$ cat config.mk
export PLATFORM = sky130hd
export DESIGN_NAME = ex_muldiv_unit
export DESIGN_NICKNAME = d
export VERILOG_FILES = /design/src/rtl/ex_muldiv_unit.sv
export SDC_FILE = /design/constraint.sdc
export NUM_CORES = 1
export LEC_CHECK = 0
export CORE_UTILIZATION = 61
export DETAILED_ROUTE_END_ITERATION = 10
export HOLD_SLACK_MARGIN = 0.02
export PLACE_DENSITY = 0.85
export SETUP_SLACK_MARGIN = 0.2
export SLEW_MARGIN = 30
export SYNTH_ARGS = -nofsm -noshare
export SYNTH_HDL_FRONTEND = slang
export SYNTH_SLANG_ARGS = --single-unit
export TNS_END_PERCENT = 1
$ cat constraint.sdc
create_clock -name CLK -period 3.88 [get_ports CLK]
set_input_delay 0.776 -clock CLK [delete_from_list [all_inputs] [get_ports CLK]]
set_output_delay 0.776 -clock CLK [all_outputs]
set_load 0.01 [all_outputs]
$ cat src/rtl/ex_muldiv_unit.sv
`default_nettype none
// ============================================================================
// Module      : ex_muldiv_unit
// Description : Iterative RV32M multiply/divide engine for the EX stage.
//               Radix-2 shift-add multiply, restoring divide, one bit/cycle.
// Revision    : 1.0 - initial release
// ============================================================================
module ex_muldiv_unit #(
    parameter int XLEN = 32
) (
    input  logic            CLK,
    input  logic            RESET,
    input  logic            START,
    input  logic            FLUSH,
    input  logic [2:0]      FUNC3_IN,
    input  logic [XLEN-1:0] DATA1_IN,
    input  logic [XLEN-1:0] DATA2_IN,
    input  logic [4:0]      RD_IN,
    output logic            BUSY,
    output logic            DONE,
    output logic [XLEN-1:0] RESULT,
    output logic [4:0]      RD_OUT
);
    localparam int CNT_W = $clog2(XLEN);
    localparam logic [CNT_W-1:0] c_last_cnt = CNT_W'(XLEN - 1);
    localparam logic [XLEN-1:0]  c_int_min  = {1'b1, {(XLEN-1){1'b0}}};

    typedef enum logic [1:0] {
        S_IDLE    = 2'd0,
        S_RUN     = 2'd1,
        S_FINISH  = 2'd2,
        S_SPECIAL = 2'd3
    } state_t;

    state_t              r_state;
    state_t              w_next_state;
    logic [CNT_W-1:0]    r_cnt;
    logic [2:0]          r_func3;
    logic [4:0]          r_rd;
    logic                r_neg_a;
    logic                r_neg_b;
    logic [XLEN-1:0]     r_hi;
    logic [XLEN-1:0]     r_lo;
    logic [XLEN-1:0]     r_opb;
    logic                r_done;
    logic [XLEN-1:0]     r_result;
    logic [4:0]          r_rd_out;

    // Operand decode at launch
    logic                w_is_div;
    logic                w_signed_a;
    logic                w_signed_b;
    logic                w_neg_a;
    logic                w_neg_b;
    logic [XLEN-1:0]     w_abs_a;
    logic [XLEN-1:0]     w_abs_b;
    logic                w_div_zero;
    logic                w_overflow;
    logic                w_special;
    logic [XLEN-1:0]     w_special_val;

    assign w_is_div   = FUNC3_IN[2];
    assign w_signed_a = w_is_div ? ~FUNC3_IN[0] : ~(FUNC3_IN[1] & FUNC3_IN[0]);
    assign w_signed_b = w_is_div ? ~FUNC3_IN[0] : ~FUNC3_IN[1];
    assign w_neg_a    = w_signed_a & DATA1_IN[XLEN-1];
    assign w_neg_b    = w_signed_b & DATA2_IN[XLEN-1];
    assign w_abs_a    = w_neg_a ? -DATA1_IN : DATA1_IN;
    assign w_abs_b    = w_neg_b ? -DATA2_IN : DATA2_IN;
    assign w_div_zero = w_is_div && (DATA2_IN == '0);
    assign w_overflow = w_is_div && !FUNC3_IN[0] && (DATA1_IN == c_int_min) && (DATA2_IN == '1);
    assign w_special  = w_div_zero || w_overflow;

    // FUNC3_IN[1] separates REM* from DIV*
    always_comb begin
        w_special_val = '0;
        if (w_div_zero)
            w_special_val = FUNC3_IN[1] ? DATA1_IN : '1;
        else if (w_overflow)
            w_special_val = FUNC3_IN[1] ? '0 : c_int_min;
    end

    // Iteration datapath: r_hi is the partial product / partial remainder,
    // r_lo holds the multiplier bits being consumed or the quotient being built.
    logic [XLEN:0]       w_sum;
    logic [XLEN:0]       w_shift;
    logic [XLEN-1:0]     w_diff;
    logic                w_ge;

    assign w_sum   = {1'b0, r_hi} + (r_lo[0] ? {1'b0, r_opb} : '0);
    assign w_shift = {r_hi, r_lo[XLEN-1]};
    assign w_ge    = (w_shift >= {1'b0, r_opb});
    assign w_diff  = w_shift[XLEN-1:0] - r_opb;

    // Sign correction and result selection
    logic [2*XLEN-1:0]   w_prod;
    logic [2*XLEN-1:0]   w_prod_s;
    logic [XLEN-1:0]     w_quo_s;
    logic [XLEN-1:0]     w_rem_s;
    logic [XLEN-1:0]     w_final;

    assign w_prod   = {r_hi, r_lo};
    assign w_prod_s = (r_neg_a ^ r_neg_b) ? -w_prod : w_prod;
    assign w_quo_s  = (r_neg_a ^ r_neg_b) ? -r_lo : r_lo;
    assign w_rem_s  = r_neg_a ? -r_hi : r_hi;

    always_comb begin
        w_final = '0;
        case (r_func3)
            3'b000:                 w_final = w_prod_s[XLEN-1:0];
            3'b001, 3'b010, 3'b011: w_final = w_prod_s[2*XLEN-1:XLEN];
            3'b100, 3'b101:         w_final = w_quo_s;
            default:                w_final = w_rem_s;
        endcase
    end

    always_ff @(posedge CLK) begin
        if (RESET)
            r_state <= S_IDLE;
        else
            r_state <= w_next_state;
    end

    // FLUSH overrides every transition, including completion
    always_comb begin
        w_next_state = r_state;
        case (r_state)
            S_IDLE:    if (START) w_next_state = w_special ? S_SPECIAL : S_RUN;
            S_RUN:     if (r_cnt == c_last_cnt) w_next_state = S_FINISH;
            S_FINISH:  w_next_state = S_IDLE;
            S_SPECIAL: w_next_state = S_IDLE;
        endcase
        if (FLUSH)
            w_next_state = S_IDLE;
    end

    always_ff @(posedge CLK) begin
        if (RESET) begin
            r_cnt    <= '0;
            r_func3  <= '0;
            r_rd     <= '0;
            r_neg_a  <= 1'b0;
            r_neg_b  <= 1'b0;
            r_hi     <= '0;
            r_lo     <= '0;
            r_opb    <= '0;
            r_done   <= 1'b0;
            r_result <= '0;
            r_rd_out <= '0;
        end else begin
            r_done <= 1'b0;
            if (!FLUSH) begin
                case (r_state)
                    S_IDLE: if (START) begin
                        r_cnt   <= '0;
                        r_func3 <= FUNC3_IN;
                        r_rd    <= RD_IN;
                        r_neg_a <= w_neg_a;
                        r_neg_b <= w_neg_b;
                        r_hi    <= '0;
                        r_lo    <= w_special ? w_special_val : w_abs_a;
                        r_opb   <= w_abs_b;
                    end
                    S_RUN: begin
                        r_cnt <= r_cnt + 1'b1;
                        if (r_func3[2]) begin
                            r_hi <= w_ge ? w_diff : w_shift[XLEN-1:0];
                            r_lo <= {r_lo[XLEN-2:0], w_ge};
                        end else begin
                            r_hi <= w_sum[XLEN:1];
                            r_lo <= {w_sum[0], r_lo[XLEN-1:1]};
                        end
                    end
                    S_FINISH: begin
                        r_done   <= 1'b1;
                        r_result <= w_final;
                        r_rd_out <= r_rd;
                    end
                    S_SPECIAL: begin
                        r_done   <= 1'b1;
                        r_result <= r_lo;
                        r_rd_out <= r_rd;
                    end
                endcase
            end
        end
    end

    assign BUSY   = (r_state != S_IDLE);
    assign DONE   = r_done;
    assign RESULT = r_result;
    assign RD_OUT = r_rd_out;

endmodule
`default_nettype wire

## Yosys cells after proc, flatten, opt, wreduce, memory -nomap -nowiden

Cells that the tools add are included.

| word-level totals | value |
|---|---|
| bits in registers | 151 |
| latch bits | 0 |
| RAM bits | 0 |
| ROM bits | 0 |
| bits of input ports | 76 |
| output and inout bits | 39 |
| memories kept | 0 |

| operators by class | value |
|---|---|
| add/subtract/negate cells | 8 |
| multipliers | 0 |
| divide/modulo/power cells | 0 |
| order comparisons | 1 |
| equal/unequal tests | 13 |
| shift-type cells | 0 |
| mux-type cells | 29 |
| bitwise logic cells | 8 |
| reduce and logical (&&, ||, !) cells | 21 |

Operators with widths:

| operator | count |
|---|---|
| 32-bit two-way mux | 15 |
| 32-bit one-hot mux with 2 select lines | 3 |
| 32-bit negator | 4 |
| 32-bit one-hot mux with 3 select lines | 1 |
| 32-bit equality test, second input constant | 2 |
| 64-bit two-way mux | 1 |
| 64-bit negator | 1 |
| 32-bit by 32-bit adder with 33-bit output | 1 |
| 33-bit by 32-bit >= comparator with 1-bit output | 1 |
| 32-bit logical NOT | 1 |
| 32-bit subtractor | 1 |
| 5-bit one-hot mux with 2 select lines | 1 |
| 3-bit by 2-bit equality test with 1-bit output, second input constant | 2 |
| 3-bit equality test, second input constant | 2 |
| 2-bit two-way mux | 3 |
| 2-bit one-hot mux with 3 select lines | 1 |
| 2-bit AND reduction | 3 |
| 3-bit AND reduction | 2 |
| 2-bit nonzero test | 3 |
| 2-bit OR reduction | 3 |
| 5-bit by 1-bit adder with 5-bit output, second input constant | 1 |
| 5-bit equality test, second input constant | 1 |
| 5-bit two-way mux | 1 |
| 2-bit equality test, second input constant | 2 |
| 13 further kinds | 24 |

## Depth between registers and ports, before layout

Gate-level depths: netlist of run 1.

| logic depth | value |
|---|---|
| word-level depth | 9 |
| gate-level depth with buffers | 15 |

## Worst setup path after synthesis of run 1

OpenSTA, ideal clock, no wires.

| timing | value |
|---|---|
| path kind | input to register |
| from | input port DATA1_IN[0] |
| to | register r_lo[15] |
| setup time | 0.117 ns |
| data arrival time | 3.185 ns |
| required time | 3.763 ns |
| path slack | 0.577 ns |
| cell stages on the path | 10 |
| cell sequence | inv_1 > ha_1 > or3b_1 > nor4_1 > nand3_1 > nor2_2 > nand4_2 > nor2b_1 > a221o_1 > a32o_1 |

| on the way | value |
|---|---|
| longest elaborated chain between the ends | 8 |
| elaborated cells on any way between the ends | 11 |

RTL lines:

| item | RTL line | RTL |
|---|---|---|
| start: declaration | 16 | `input logic [XLEN-1:0] DATA1_IN,` |
| branches (longest 5 deep; another with 32-bit negator) | -- |  |
| 32-bit two-way mux (*) | 160 | `r_lo <= w_special ? w_special_val : w_abs_a;` |
| 32-bit two-way mux (*) | 153 | `S_IDLE: if (START) begin` |
| 32-bit one-hot mux with 2 select lines (*) | 152 | `case (r_state)` |
| end signal: assignment | 160 |  |
| end signal: assignment | 167 | `r_lo <= {r_lo[XLEN-2:0], w_ge};` |
| end signal: assignment | 170 | `r_lo <= {w_sum[0], r_lo[XLEN-1:1]};` |
| end: declaration | 43 | `logic [XLEN-1:0] r_lo;` |

Mark *: on every way between the ends. The select of a mux whose other input is x is not followed.
A chain may end at the register's enable or synchronous reset.

## Worst setup path after layout of run 1

| timing | value |
|---|---|
| from | register r_hi[1] |
| to | register r_hi[11] |

| on the way | value |
|---|---|
| longest elaborated chain between the ends | 4 |
| elaborated cells on any way between the ends | 6 |

RTL lines:

| item | RTL line | RTL |
|---|---|---|
| start: declaration | 42 | `logic [XLEN-1:0] r_hi;` |
| start signal: assignment | 166 | `r_hi <= w_ge ? w_diff : w_shift[XLEN-1:0];` |
| start signal: assignment | 169 | `r_hi <= w_sum[XLEN:1];` |
| 32-bit subtractor / 33-bit by 32-bit >= comparator with 1-bit output (equally long branches) | 92, 91 |  |
| 32-bit two-way mux | 166 |  |
| 32-bit two-way mux (*) | 165 | `if (r_func3[2]) begin` |
| 32-bit one-hot mux with 2 select lines (*) | 152 |  |

Mark *: on every way between the ends. The rest lies on a longest branch, timed or not.

==> run_results.csv, run 1 <==
group,metric,value,unit
clock_network,cts_tree,"built",
sta,slew_viol_final,0,
sta,setup_viol,0,
power_and_ir_drop,p_leak,0.006693,uW
power_and_ir_drop,p_clk_share,36.5,%
routing,drc_errors,0,
synthesis,yosys.area.top_type,"dfxtp_1",
die,initial_core_util,62.85,%
critical_path,timing.rr.start,"r_hi[1]",
routing,final_antenna_net_count,0,
die,fp.dieW,155.7,microns
synthesis,synth_nets,2176,
critical_path,rrSetupSlack,300,ps
power_and_ir_drop,power_frac_comb,27.6,%
synthesis,synthMostInstantiatedCell,"nor2_1",
clock_network,clkSinkCount,151,
synthesis,ys_warn_count,0,
synthesis,synthesis.area,0.01440,sq mm
routing,wl_per_cell,21.45,microns
min_path,worstHoldStart,"r_rd[4]",
global_routing,antenna_found_initial,1,
die,die_area,0.02423,sq mm
placed_design,gp_congestion,1.008,
critical_path,startpoint,"r_hi[1]",
clock_network,clock_latency,440,ps
flow_run,maxCapViolations,0,
synthesis,ys_ff_latch,151,
placed_design,dp_hpwl,39.03,mm
synthesis,synth_commonest_cells,"nor2_1, nand2_1, a21oi_1",
synthesis,ys_top_cells_by_area,"dfxtp_1, a21oi_1, ha_1",
global_routing,grt_pass1_wl,82.12,mm
synthesis,ys.flop_type,"dfxtp_1",
critical_path,start_kind,"flip-flop",
sta,max_freq,279.0,MHz
clock_network,cts_buffer_depth,2,
layout,drive_above_1_share,8.860,%
critical_path,r2r.worst_path.cells,11,
clock_network,cts_made_buffers,17,
clock_network,ctsRootBufferMaster,"clkbuf_16",
die,core-area,0.02292,sq mm
synthesis,syn_inst,2027,
synthesis,synth_top_area_share,20.99,%
critical_path,crit_path_end,"r_hi[11]",
power_and_ir_drop,p_int,3032,uW
sta,fin_crit_sh,92.38,%
die,die_height,155.7,microns
sta,finClkSkew,12.84,ps
critical_path,end_kind,"flip-flop",
sta,whs,459.2,ps
layout,final_cells,2435,
power_and_ir_drop,p_sw,1677,uW
synthesis,ys_types,85,
global_routing,grt_pass1_vias,15340,
min_path,hold_class,"flip-flop to flip-flop",
sta,period_minus_slack,3585,ps
critical_path,worstPathMaxFanout,30,
critical_path,r2r_end,"r_hi[11]",
power_and_ir_drop,netSwitchingFraction,35.61,%
sta,slew_headroom,47.48,%
die,rows,55,
synthesis,synth-async-reset-ratio,0,%
run_status,status,"complete, no violations",
die,io-pin-count,115,
sta,fin_setup_tns,0,ps
layout,final_nets,2258,
clock_network,cts_max_level,4,
placed_design,numPortBuffers,114,
routing,vias_per_cell,6.825,
sta,tightest_slew,787.9,ps
global_routing,grt_start_max_net_pins,65,
layout,diodes,0,
clock_network,clkSlewWorstSetupHoldPaths,70,ps
critical_path,crit_type,"flip-flop to flip-flop",
synthesis,ys_seq_area_share,20.99,%
routing,firstDrtPassIters,6,
synthesis,avgSynthCellArea,7.105,sq um
critical_path,required,4230,ps
global_routing,grt_remaining_overflow,0,
routing,routed_wl,52.22,mm
routing,vias,16620,
placed_design,dp.cells,2403,
routing,drt_iter0_markers,2122,
global_routing,grt_usage,42.69,%
sta,grt_setup_unrepaired,"yes",
synthesis,synth_edf_count,0,
power_and_ir_drop,p_seq_share,36.0,%
layout,area_growth,16.52,%
power_and_ir_drop,p_per_area,280.6,mW/mm^2
sta,hold_violations,0,
critical_path,critical_path_arrival,3930,ps
power_and_ir_drop,irDropWorstVdd,321.0,uV
[cells by family after synthesis]
group                      synth area share [%]
and+or+nand+nor                           23.59
muxes                                     2.771
xor gates and xnor gates                  10.28
DFF                                       20.99
AOI/OAI and AO/OA                         30.37
adders and majority gates                 6.446
buffers and inverters                     5.560
[cells in the final DEF, fill, tap and decap left out, types with 8 or more instances in the layout]
| cell | Yosys | layout |
|---|---|---|
| nor2_1 | 224 | 222 |
| nand2_1 | 217 | 217 |
| a21oi_1 | 184 | 183 |
| dfxtp_1 | 151 | 149 |
| o21ai_0 | 150 | 149 |
| clkdlybuf4s50_1 | 0 | 113 |
| buf_4 | 1 | 98 |
| xor2_1 | 85 | 84 |
| xnor2_1 | 84 | 83 |
| ha_1 | 71 | 70 |
| a211oi_1 | 62 | 62 |
| nor3_1 | 60 | 60 |
| inv_1 | 56 | 56 |
| nand3_1 | 32 | 32 |
| a21o_1 | 28 | 28 |
| a221oi_1 | 28 | 28 |
| a31oi_1 | 27 | 27 |
| o31ai_1 | 27 | 26 |
| mux2i_1 | 23 | 23 |
| nor4_1 | 23 | 22 |
| or3_1 | 20 | 20 |
| and3_1 | 19 | 19 |
| o211ai_1 | 19 | 19 |
| nand2b_1 | 19 | 19 |
| nand4_1 | 18 | 18 |
| o21ai_1 | 17 | 17 |
| clkbuf_16 | 0 | 17 |
| a22oi_1 | 15 | 15 |
| o221ai_1 | 15 | 15 |
| mux2_2 | 15 | 15 |
| o22ai_1 | 12 | 12 |
| and2_1 | 11 | 11 |
| nand3b_1 | 10 | 10 |
| nor2b_1 | 11 | 10 |
| or4_1 | 10 | 10 |
| a32o_1 | 10 | 10 |
| o21bai_1 | 8 | 8 |
[metrics by stage]
step / instance area, sq um / worst slack, ps / utilization (%) / power [uW]
6_report: 16780 / 295.5 / 73.24 / 4709
4_1_cts: 16760 / 272.1 / 73.13 / 4650
5_1_grt: 16780 / 80.55 / 73.24 / 4864
3_3_place_gp: 16170 / 144.8 / 70.58 / 2937
2_1_floorplan: 14400 / 577.5 / - / 2509
3_5_place_dp: 16170 / 81.06 / 70.58 / 2963
[flip-flops by register name, indices dropped and copies added, names as in the netlist]
name / flops
DONE: 1
RD_OUT: 5
RESULT: 32
r_cnt: 5
r_func3: 3
r_hi: 32
r_lo: 32
r_neg_a: 1
r_neg_b: 1
r_opb: 32
r_rd: 5
r_state: 2
[layout make-up]
cell class                 instances  area, sq um
multi-input combinational       1669        10640
fill                            1908         6133
inverter                          56        210.2
sequential                       151         3025
clock inverter                    14        156.4
clock buffer                      18        429.2
timing repair buffer             214         1927
tap                              313        391.6
[metal layers]
metal / share of wire (%) / global-route usage [%]
met5: 0 / 0
met4: 4.4 / 21.01
met3: 12 / 9.000
met2: 44 / 66.18
met1: 40 / 56.12
[power groups by stage]
stage | Combinational (uW) | Sequential (uW) | Clock (uW)
6_report | 1300 | 1690 | 1720
5_1_grt | 1400 | 1700 | 1770
4_1_cts | 1250 | 1680 | 1710
3_5_place_dp | 1240 | 1720 | 0
3_3_place_gp | 1220 | 1720 | 0
2_1_floorplan | 834 | 1670 | 0
[critical path: stages (launching register included)]
cell       delay, ps
dfxtp_1          430
ha_1             460
nand3b_1         170
a211oi_1         490
o211ai_1         290
a2111oi_0        540
buf_4            210
nor4b_4           50
buf_12           180
o21ai_0          300
a21oi_1          120
a211oi_1         240
[worst min path at each step]
stage | endpoint | cells after the start
after floorplan | r_opb[15] | 2
after detailed placement | RD_OUT[1] | 2
after global placement | RD_OUT[0] | 2
after global routing | r_rd[1] | 2
after CTS | RD_OUT[1] | 2
final | r_rd[4] | 2
[timing repair]
action	in CTS	in global routing
hold buffers	0	0
endpoints found under the setup margin	0	30
gates resized for setup	0	6
setup buffers	0	0
(Power assumes the default switching activity.)
==> run 2, diff against run 1 <==
Settings changed: REMOVE_ABC_BUFFERS from default to 1.
==> run_results.csv, run 2 (same netlist as run 1, synthesis figures left out) <==
group,metric,value,unit
die,fp.dieW,155.7,microns
layout,final_cell_area,0.01671,sq mm
placed_design,gp_congestion,1.058,
clock_network,clock_latency,450,ps
min_path,min_to,"RESULT[2]",
placed_design,postPlaceCellArea,0.01606,sq mm
global_routing,grt_usage,43.38,%
global_routing,grt_pass1_wl,82.74,mm
critical_path,crit_type,"flip-flop to flip-flop",
die,die_area,0.02423,sq mm
die,core-area,0.02292,sq mm
die,initial_core_util,62.85,%
critical_path,cp.buffers_inverters,1,
critical_path,end_kind,"flip-flop",
clock_network,clkSlewWorstSetupHoldPaths,80,ps
routing,final_antenna_net_count,0,
sta,period_minus_slack,3604,ps
sta,finClkSkew,14.76,ps
sta,slew_headroom,33.03,%
power_and_ir_drop,p_seq_share,35.5,%
clock_network,cts_hold_buf,0,
layout,final_nets,2245,
critical_path,path_delay_family,"simple AND/OR/NAND/NOR gates",
layout,postLayoutCoreUtil,72.91,%
layout,register_area,0.003027,sq mm
layout,area_growth,16.00,%
critical_path,rrSetupSlack,280,ps
critical_path,timing.rr.start,"r_hi[0]",
critical_path,critical_path_arrival,3990,ps
die,rows,55,
flow_run,maxCapViolations,0,
clock_network,post_cts.repair.setup_buffers,0,
clock_network,clkSinkCount,151,
routing,firstDrtPassIters,6,
placed_design,numPortBuffers,114,
sta,setup_viol,0,
clock_network,cts_resized,0,
sta,tightest_slew,1004,ps
power_and_ir_drop,p_leak,0.006644,uW
routing,wl_per_cell,21.76,microns
clock_network,ctsRootBufferMaster,"clkbuf_16",
critical_path,crit_slowest_cell,"or4_1",
power_and_ir_drop,p_sw,1705,uW
global_routing,grt_start_max_net_pins,62,
critical_path,crit_chain,"inv_1, ha_1, or3b_1, or4_1, or3_1, nor4_1, nand2b_1, xor2_1, a221oi_1, o21ai_0, a31oi_1",
critical_path,required,4260,ps
global_routing,grt_pass1_vias,15360,
layout,final_cell_mix,"nor2_1, nand2_1, a21oi_1",
critical_path,worstPathMaxFanout,8,
power_and_ir_drop,p_clk_share,37.8,%
die,die_height,155.7,microns
routing,routed_wl,52.71,mm
power_and_ir_drop,netSwitchingFraction,35.50,%
sta,fin_ws,276.4,ps
placed_design,dp_slack,107.4,ps
global_routing,antenna_found_initial,0,
routing,vias_per_cell,6.857,
routing,vias,16610,
layout,drive_above_1_share,8.250,%
power_and_ir_drop,irDropWorstVdd,261.9,uV
sta,grt_setup_unrepaired,"yes",
clock_network,cts_tree,"built",
min_path,holdPathStages,2,
min_path,worstHoldStart,"RESULT[2]",
clock_network,cts_max_level,4,
layout,final_common_cell,"nor2_1",
clock_network,cts_buffer_depth,2,
die,io-pin-count,115,
layout,multi_input_area,0.01063,sq mm
critical_path,start_kind,"flip-flop",
critical_path,r2r.worst_path.cells,11,
sta,hold_violations,0,
run_status,status,"complete, no violations",
power_and_ir_drop,p_int,3099,uW
power_and_ir_drop,power_frac_comb,26.8,%
routing,drc_errors,0,
min_path,hold_class,"flip-flop to flip-flop",
power_and_ir_drop,p_per_area,287.5,mW/mm^2
critical_path,r2r_end,"RESULT[20]",
placed_design,dp_hpwl,39.18,mm
critical_path,cpPeakStageDelay,540,ps
routing,drt_iter0_markers,1989,
sta,fin_crit_sh,92.88,%
global_routing,grt_remaining_overflow,0,
layout,fill_cells,1890,
layout,diodes,0,
sta,max_freq,277.5,MHz
clock_network,cts_made_buffers,17,
sta,slew_viol_final,0,
[run 2: layout make-up]
cell class	count	area share, %
multi-input cells	1669	63.63
clock inverters	15	1.228
flip-flops and latches	151	18.12
well taps	313	2.344
repair buffers	201	10.87
clock buffers	17	2.546
inverters	56	1.258
[run 2: metal layers]
| metal | wire length, microns | vias up | track usage [%] |
|---|---|---|---|
| met2 | 22950 | 1145 | 67.24 |
| met5 | 0 | - | 0 |
| met1 | 21070 | 7690 | 57.20 |
| li1 | - | 7562 | - |
| met3 | 6121 | 211 | 8.167 |
| met4 | 2570 | 0 | 22.50 |
[run 2: how the worst max path moves through the flow]
stage,cells past startpoint,start,endpoint,slack (ps)
finish,11,r_hi[0],RESULT[20],280
global route,11,r_hi[1],RESULT[20],110
CTS,13,r_lo[31],r_hi[28],290
detailed placement,13,DATA1_IN[1],r_lo[15],110
global placement,13,DATA1_IN[1],r_lo[15],200
floorplan,8,r_hi[17],r_hi[24],-1210
[run 2: worst reg2reg max path: stages (launching register included)]
cell and delay, ps:
dfxtp_1 430, inv_1 170, ha_1 350, or3b_1 450, or4_1 540, or3_1 410
nor4_1 240, nand2b_1 170, xor2_1 80, a221oi_1 290, o21ai_0 240, a31oi_1 190
[run 2: power groups by stage]
stage               combinational, uW  sequential, uW  clock (uW)
floorplan                         762            1710           0
global placement                 1210            1730           0
detailed placement               1230            1730           0
CTS                              1240            1690        1810
global route                     1390            1700        1870
finish                           1290            1700        1820
[run 2: through the flow]
| step | cells | power [uW] | hold WS [ps] | TNS, ps |
|---|---|---|---|---|
| CTS | 2422 | 4747 | 453.3 | 0 |
| finish | 2422 | 4804 | 452.1 | 0 |
| global placement | 2390 | 2935 | 438.8 | 0 |
| floorplan | 1876 | 2469 | 425.8 | -39240 |
| detailed placement | 2390 | 2957 | 444.1 | 0 |
| global route | 2422 | 4959 | 481.7 | 0 |
